### src/rtl/seq_gen_pkg.sv
// Shared definitions for the serial sequence generator.
//   state_e      : controller states (IDLE, SHIFT, GAP, DONE)
//   *_DEF        : default widths used by sequence_generator's parameters
package seq_gen_pkg;

  localparam int MAX_LEN_DEF = 8;
  localparam int LEN_W_DEF   = 4;
  localparam int RPT_W_DEF   = 4;
  localparam int GAP_W_DEF   = 3;

  typedef enum logic [1:0] {
    IDLE  = 2'd0,
    SHIFT = 2'd1,
    GAP   = 2'd2,
    DONE  = 2'd3
  } state_e;

endpackage

### src/rtl/sequence_generator.sv
// Serial pattern transmitter feeding the sequence-detector blocks.
// A pattern word is latched on start and shifted out MSB-first (bit len-1
// down to bit 0), one bit per cycle in which the sink is ready. The word is
// repeated rpt times with gap idle cycles between repetitions.
//
// Ports:
//   clk        rising-edge clock
//   rstn       asynchronous reset, active-high
//   start      start request, only looked at in IDLE
//   pattern    sequence bits, active field pattern[len-1:0]
//   len        bits per repetition (values above MAX_LEN are clamped)
//   rpt        number of repetitions
//   gap        idle cycles between repetitions
//   ready      sink accepts the current bit when out_valid && ready
//   out        serial data bit
//   out_valid  out carries a valid bit
//   busy       high while shifting or in an inter-repetition gap
//   done       single-cycle completion pulse
module sequence_generator
  import seq_gen_pkg::*;
#(
  parameter int MAX_LEN = MAX_LEN_DEF,
  parameter int LEN_W   = LEN_W_DEF,
  parameter int RPT_W   = RPT_W_DEF,
  parameter int GAP_W   = GAP_W_DEF
) (
  input  logic               clk,
  input  logic               rstn,
  input  logic               start,
  input  logic [MAX_LEN-1:0] pattern,
  input  logic [LEN_W-1:0]   len,
  input  logic [RPT_W-1:0]   rpt,
  input  logic [GAP_W-1:0]   gap,
  input  logic               ready,
  output logic               out,
  output logic               out_valid,
  output logic               busy,
  output logic               done
);

  function automatic logic [LEN_W-1:0] clamp_len(input logic [LEN_W-1:0] l);
    if (l > LEN_W'(MAX_LEN)) return LEN_W'(MAX_LEN);
    return l;
  endfunction

  // Shift-based select keeps the index width independent of MAX_LEN.
  function automatic logic pick_bit(input logic [MAX_LEN-1:0] p,
                                    input logic [LEN_W-1:0]   i);
    logic [MAX_LEN-1:0] s;
    s = p >> i;
    return s[0];
  endfunction

  state_e             state_q;
  logic [MAX_LEN-1:0] pat_q;
  logic [LEN_W-1:0]   len_q;
  logic [GAP_W-1:0]   gap_q;
  logic [LEN_W-1:0]   idx_q;
  logic [RPT_W-1:0]   rep_q;
  logic [GAP_W-1:0]   gcnt_q;
  logic               out_q;
  logic               out_valid_q;
  logic               busy_q;
  logic               done_q;

  logic [LEN_W-1:0]   len_d;
  logic [LEN_W-1:0]   first_idx_d;
  logic [LEN_W-1:0]   reload_idx_d;

  assign len_d        = clamp_len(len);
  assign first_idx_d  = len_d - LEN_W'(1);
  assign reload_idx_d = len_q - LEN_W'(1);

  assign out       = out_q;
  assign out_valid = out_valid_q;
  assign busy      = busy_q;
  assign done      = done_q;

  always_ff @(posedge clk or posedge rstn) begin
    if (rstn) begin
      state_q     <= IDLE;
      pat_q       <= '0;
      len_q       <= '0;
      gap_q       <= '0;
      idx_q       <= '0;
      rep_q       <= '0;
      gcnt_q      <= '0;
      out_q       <= 1'b0;
      out_valid_q <= 1'b0;
      busy_q      <= 1'b0;
      done_q      <= 1'b0;
    end else begin
      done_q <= 1'b0;
      case (state_q)
        IDLE: begin
          out_q       <= 1'b0;
          out_valid_q <= 1'b0;
          busy_q      <= 1'b0;
          if (start) begin
            pat_q <= pattern;
            len_q <= len_d;
            gap_q <= gap;
            if (len_d == '0 || rpt == '0) begin
              state_q <= DONE;
              done_q  <= 1'b1;
            end else begin
              state_q     <= SHIFT;
              idx_q       <= first_idx_d;
              rep_q       <= rpt;
              out_q       <= pick_bit(pattern, first_idx_d);
              out_valid_q <= 1'b1;
              busy_q      <= 1'b1;
            end
          end
        end

        SHIFT: begin
          // Without ready everything holds, so no bit is ever skipped.
          if (ready) begin
            if (idx_q != '0) begin
              idx_q <= idx_q - LEN_W'(1);
              out_q <= pick_bit(pat_q, idx_q - LEN_W'(1));
            end else begin
              rep_q <= rep_q - RPT_W'(1);
              if (rep_q > RPT_W'(1)) begin
                if (gap_q != '0) begin
                  state_q     <= GAP;
                  gcnt_q      <= gap_q;
                  out_q       <= 1'b0;
                  out_valid_q <= 1'b0;
                end else begin
                  // Back-to-back repetition: reload without a bubble.
                  idx_q <= reload_idx_d;
                  out_q <= pick_bit(pat_q, reload_idx_d);
                end
              end else begin
                state_q     <= DONE;
                done_q      <= 1'b1;
                busy_q      <= 1'b0;
                out_q       <= 1'b0;
                out_valid_q <= 1'b0;
              end
            end
          end
        end

        GAP: begin
          // Counter runs independently of ready; exit after gap cycles.
          if (gcnt_q <= GAP_W'(1)) begin
            state_q     <= SHIFT;
            idx_q       <= reload_idx_d;
            out_q       <= pick_bit(pat_q, reload_idx_d);
            out_valid_q <= 1'b1;
          end else begin
            gcnt_q <= gcnt_q - GAP_W'(1);
          end
        end

        DONE: begin
          state_q     <= IDLE;
          out_q       <= 1'b0;
          out_valid_q <= 1'b0;
          busy_q      <= 1'b0;
        end

        default: begin
          state_q     <= IDLE;
          out_q       <= 1'b0;
          out_valid_q <= 1'b0;
          busy_q      <= 1'b0;
        end
      endcase
    end
  end

endmodule

### config.mk
export PLATFORM = sky130hd
export DESIGN_NAME = sequence_generator
export DESIGN_NICKNAME = d
export VERILOG_FILES = /design/src/rtl/seq_gen_pkg.sv /design/src/rtl/sequence_generator.sv
export SDC_FILE = /design/constraint.sdc
export NUM_CORES = 1
export LEC_CHECK = 0
export ABC_AREA = 1
export CAP_MARGIN = 5
export CORE_MARGIN = 2
export CORE_UTILIZATION = 55
export DETAILED_ROUTE_END_ITERATION = 7
export PLACE_DENSITY = 0.83
export SLEW_MARGIN = 5
export SYNTH_ARGS = -nofsm -noshare
export SYNTH_HDL_FRONTEND = slang
export SYNTH_SLANG_ARGS = --single-unit
### constraint.sdc
create_clock -name clk -period 2.1 [get_ports clk]
set_clock_uncertainty 0.15 [all_clocks]
set_input_delay 0.315 -clock clk [delete_from_list [all_inputs] [get_ports clk]]
set_output_delay 0.315 -clock clk [all_outputs]
set_load 0.03 [all_outputs]
# Word-level counts from Yosys, hierarchy flattened
# Cells that the tools add are included.
[totals]
regBits = 32
input_bits = 23
wordCells = 111
[op_classes]
addsub = 5
magnitude_cmp = 3
n_eq_ne = 15
shifts = 3
n_mux = 56
n_reduce_logical = 18
[op_table]
columns = ["op", "n"]
rows = [
  ["4-bit two-way mux", 13],
  ["8-bit by 4-bit >> shifter with 1-bit output", 3],
  ["1-bit two-way mux", 23],
  ["2-bit != test, second input constant", 9],
  ["4-bit by 1-bit subtractor with 4-bit output, second input constant", 4],
  ["3-bit two-way mux", 5],
  ["2-bit two-way mux", 7],
  ["4-bit one-hot mux with 3 select lines", 1],
  ["5-bit AND reduction", 2],
  ["3-bit != test, second input constant", 3],
  ["3-bit nonzero test", 3],
  ["4-bit logical NOT", 2],
  ["1-bit one-hot mux with 4 select lines", 2],
  ["2-bit one-hot mux with 4 select lines", 1],
  ["4-bit one-hot mux with 2 select lines", 1],
  ["4-bit AND reduction", 2],
  ["7-bit AND reduction", 1],
  ["3-bit one-hot mux with 2 select lines", 1],
  ["6-bit AND reduction", 1],
  ["2-bit == test, second input constant", 2],
  ["4-bit by 1-bit greater-than comparator with 1-bit output, second input constant", 1],
  ["4-bit greater-than comparator, second input constant", 1],
  ["2-bit AND reduction", 2],
  ["2-bit nonzero test", 2],
  ["other kinds (8)", 8],
]

# Logic depth before layout (Yosys ltp)
[depth]
ltp_word = 8
depth_mapped = 13
mapped_depth_nobuf = 13

# Least setup slack after synthesis
# OpenSTA, ideal clock, no wires.
[synth_path]
kind = "input to register"
start = "in len[0]"
end = "reg idx_q[0]"
setup_time_ps = 121
t_arrival_ps = 1479
required_time_ps = 1829
slack_ps = 350
cell_stages = 13
cell_sequence = "nor2_1 -> nand2_2 -> nand2_4 -> nand2_4 -> ha_1 -> nand3_1 -> nand2_2 -> nand2_1 -> nand3_1 -> nor2_4 -> inv_2 -> nand2_1 -> o21ai_1"
[synth_between]
elab_chain_len = 7
word_cells_on_any_way = 11
classes_between = "add/sub: 1; order compare: 1; eq/ne: 1; mux: 5; reduce/logical: 3"
[synth_rtl]
columns = ["item", "line_no", "source"]
rows = [
  ["start: declaration", "sequence_generator.sv:31", "input logic [LEN_W-1:0] len,"],
  ["4-bit greater-than comparator", "sequence_generator.sv:42", "if (l > LEN_W'(MAX_LEN)) return LEN_W'(MAX_LEN);"],
  ["1-bit two-way mux", "sequence_generator.sv:42", ""],
  ["4-bit two-way mux *", "sequence_generator.sv:43", "return l;"],
  ["4-bit by 1-bit subtractor with 4-bit output / 4-bit logical NOT (equally long branches)", "sequence_generator.sv:71, sequence_generator.sv:103", ""],
  ["4-bit two-way mux / 1-bit logical OR (equally long branches)", "sequence_generator.sv:103", "if (len_d == '0 || rpt == '0) begin"],
  ["4-bit two-way mux / 2-bit != test (equally long branches)", "--", ""],
  ["4-bit one-hot mux with 3 select lines / 7-bit AND reduction (equally long branches)", "--", ""],
  ["end signal: assignment", "sequence_generator.sv:108", "idx_q <= first_idx_d;"],
  ["end signal: assignment", "sequence_generator.sv:121", "idx_q <= idx_q - LEN_W'(1);"],
  ["end signal: assignment", "sequence_generator.sv:133", "idx_q <= reload_idx_d;"],
  ["end: declaration", "sequence_generator.sv:58", "logic [LEN_W-1:0] idx_q;"],
]
# Every way passes the cells marked *; elsewhere a longest branch is shown, timed or not. The select of a mux whose other input is x is not followed.
# A chain may end at the register's enable or synchronous reset.

# Final worst setup path
[layout_path]
start = "in len[2]"
end = "reg rep_q[2]"
[layout_between]
elab_chain_len = 7
[layout_rtl]
columns = ["item", "line_no", "source"]
rows = [
  ["4-bit greater-than comparator", "sequence_generator.sv:42", ""],
  ["1-bit two-way mux", "sequence_generator.sv:42", ""],
  ["4-bit two-way mux *", "sequence_generator.sv:43", ""],
  ["4-bit logical NOT *", "sequence_generator.sv:103", ""],
  ["1-bit logical OR *", "sequence_generator.sv:103", ""],
  ["2-bit != test (no line) *", "--", ""],
  ["5-bit AND reduction (no line) *", "--", ""],
  ["end signal: assignment", "sequence_generator.sv:109", "rep_q <= rpt;"],
  ["end signal: assignment", "sequence_generator.sv:124", "rep_q <= rep_q - RPT_W'(1);"],
  ["end: declaration", "sequence_generator.sv:59", "logic [RPT_W-1:0] rep_q;"],
]
# Every way passes the cells marked *; elsewhere a longest branch is shown, timed or not.

==> flow_summary.json <==
{
  "port_buffers": 26,
  "grt.total_usage": 0.267,
  "hold_viol": 0,
  "maxSlewViolCount": 0,
  "rows": 22,
  "synth_top_area_frac": 0.373,
  "drt-initial-drc-count": 133,
  "cts-root-buf": "clkbuf_8",
  "synth-seq-cells": 32,
  "ys_seq_area_frac": 0.373,
  "netlist_area_sq_mm": 0.00215,
  "syn-num-nets": 339,
  "worst_pin_slew_ns": 0.414,
  "status": "finished clean",
  "start_kind": "input pin",
  "pin_count": 27,
  "placed_area_sq_mm": 0.00260,
  "critPathCaptureType": "register",
  "area_growth_pct": 26.4,
  "ant_nets": 0,
  "fin_nets": 391,
  "fmax_mhz": 503,
  "grt_start_max_net_pins": 33,
  "wire_per_inst_microns": 13.3,
  "htreeDepth": 2,
  "yosysWarningCount": 0,
  "die_w_microns": 66.5,
  "antenna_found_initial": 0,
  "p_total_uw": 4070,
  "arrival_ns": 2.03,
  "min_period_ns": 1.99,
  "yosysTopAreaCell": "dfrtp_1",
  "synthTopCellsByArea": "dfrtp_1 (37%), nand2_1 (16%), ha_1 (8.2%), nand3_1 (6.8%), nor2_1 (4.5%)",
  "relSlewSlack": 0.724,
  "final_common_cell": "nand2_1",
  "max-cap-violations": 0,
  "avgSynthCellArea_sq_um": 7.11,
  "p_leak_uw": 0.00134,
  "clk_latency_ns": 0.28,
  "grt_pass1_wl_microns": 9000,
  "start_util": 0.578,
  "clkSinkCount": 32,
  "grt_pass1_vias": 2075,
  "num_antenna_cells": 0,
  "dp_hpwl_microns": 4060,
  "cts.path.max_buffers": 2,
  "dr.pass1.iters": 4,
  "power_density_mw_per_mm2": 1500,
  "place_congestion": 0.877,
  "drc_errors": 0,
  "fin_area_sq_mm": 0.00272,
  "grt-ovfl-total": 0,
  "clk_pin_slew_ns": 0.06,
  "critPathRequiredTime_ns": 2.14,
  "cts_tree": "built",
  "hold_ws_ns": 0.288,
  "critPathKind": "input pin to register",
  "die_h_microns": 66.5,
  "r2r_cells": 10,
  "hp-class": "input pin to asynchronous set/reset pin",
  "fin_crit_sh": 0.946,
  "final_cell_mix": "nand2_1 (91), dfrtp_1 (32), nand3_1 (27)",
  "vias": 2180,
  "viasPerCell": 5.45,
  "ir_drop_uv": 621,
  "drive_above_1_share": 0.145,
  "die_area_sq_mm": 0.00442,
  "cts_made_buffers": 5,
  "ys_types": 29,
  "core_area_sq_mm": 0.00372,
  "totalWireLength_microns": 5310,
  "cp_max_fo": 4,
  "timing.final.setup_violations": 0,
  "syn_inst": 302
}
-- what timing repair did --
item,4_1_cts,5_1_grt
hold endpoints to repair,0,0
endpoints found under the setup margin,0,8
hold buffers,0,0
resized for setup,0,8
setup buffers,0,3
-- layer usage --
| metal | vias up | part of all wire | global-route usage |
|---|---|---|---|
| met5 | - | 0 | 0 |
| met4 | 0 | 0.0088 | 0.0689 |
| met3 | 6 | 0.051 | 0.0456 |
| met2 | 63 | 0.52 | 0.478 |
| met1 | 1022 | 0.41 | 0.332 |
| li1 | 1089 | - | - |
-- critical path: stages --
cell and delay (ns):
clkdlybuf4s50_1 0.48, inv_1 0.06, nand2_2 0.09, nand2_4 0.06
nand2_4 0.06, ha_1 0.15, nand3_1 0.10, nand2_2 0.14
nand2_2 0.08, nand3_2 0.11, inv_2 0.05, buf_4 0.14
a22oi_1 0.18
-- kinds of logic after synthesis --
group | share of synthesized area
AO/OA/AOI/OAI | 0.139
XOR/XNOR | 0.0204
AND/OR/NAND/NOR | 0.324
adder cells (fa/ha/maj) | 0.0815
buffers and inverters | 0.0623
flip-flops | 0.373
-- layout make-up --
class	count	area, sq um
multi-input cells	235	1230
fillers	314	1000
flip-flops and latches	32	801
repair buffers	49	435
inverters	31	116
clock buffers	5	68.8
well taps	48	60.1
-- per-stage QoR --
| step | cells | setup WS (ns) | utilization | setup TNS, ns |
|---|---|---|---|---|
| after floorplan | 302 | 0.350 | - | 0 |
| after global placement | 392 | -0.130 | 0.700 | -0.874 |
| after detailed placement | 392 | -0.215 | 0.700 | -1.65 |
| after CTS | 397 | 0.0694 | 0.719 | 0 |
| after global routing | 400 | -0.0419 | 0.731 | -0.0873 |
| final | 400 | 0.113 | 0.731 | 0 |
-- cells in the mapped netlist --
cell type / number
a21oi_1: 5
nor2_1: 26
dfrtp_1: 32
nor2_2: 2
o21ai_1: 17
or2_2: 1
nor2_4: 1
nand3b_1: 1
or3_1: 1
buf_2: 2
nand4_1: 2
xnor2_1: 1
ha_1: 14
nand2_2: 2
o211ai_1: 7
a22oi_1: 1
nand2_1: 92
xor2_1: 4
o22ai_1: 3
a31oi_1: 1
o21ai_0: 19
nand2_4: 2
nand3_1: 29
nor3_1: 2
clkbuf_1: 2
inv_1: 24
a21oi_2: 1
inv_2: 7
or2_1: 1
-- sequential cells by signal, indices dropped and copies added (netlist names) --
name       count
len_q          4
done           1
busy           1
state_q        2
idx_q          4
rep_q          4
gap_q          3
out            1
gcnt_q         3
out_valid      1
pat_q          8
-- report_power, final --
| part | internal, uW | switching (uW) | leakage (uW) | total, uW |
|---|---|---|---|---|
| registers | 920 | 239 | 0.000396 | 1160 |
| logic | 999 | 1500 | 0.000913 | 2500 |
| clock network | 213 | 205 | 0.0000359 | 418 |
-- worst paths after layout --
check	start	endpoint	slack, ns
worst min register to register	out_valid	out_valid	0.34
worst max register to register	state_q[1]	out	0.14
worst min-delay path	rstn	gcnt_q[2]	0.29
min in group clk	out_valid	out_valid	0.34
max in group asynchronous	rstn	rep_q[1]	1.22
worst max-delay path	len[2]	rep_q[2]	0.11
Power figures use the tool's default switching activity.
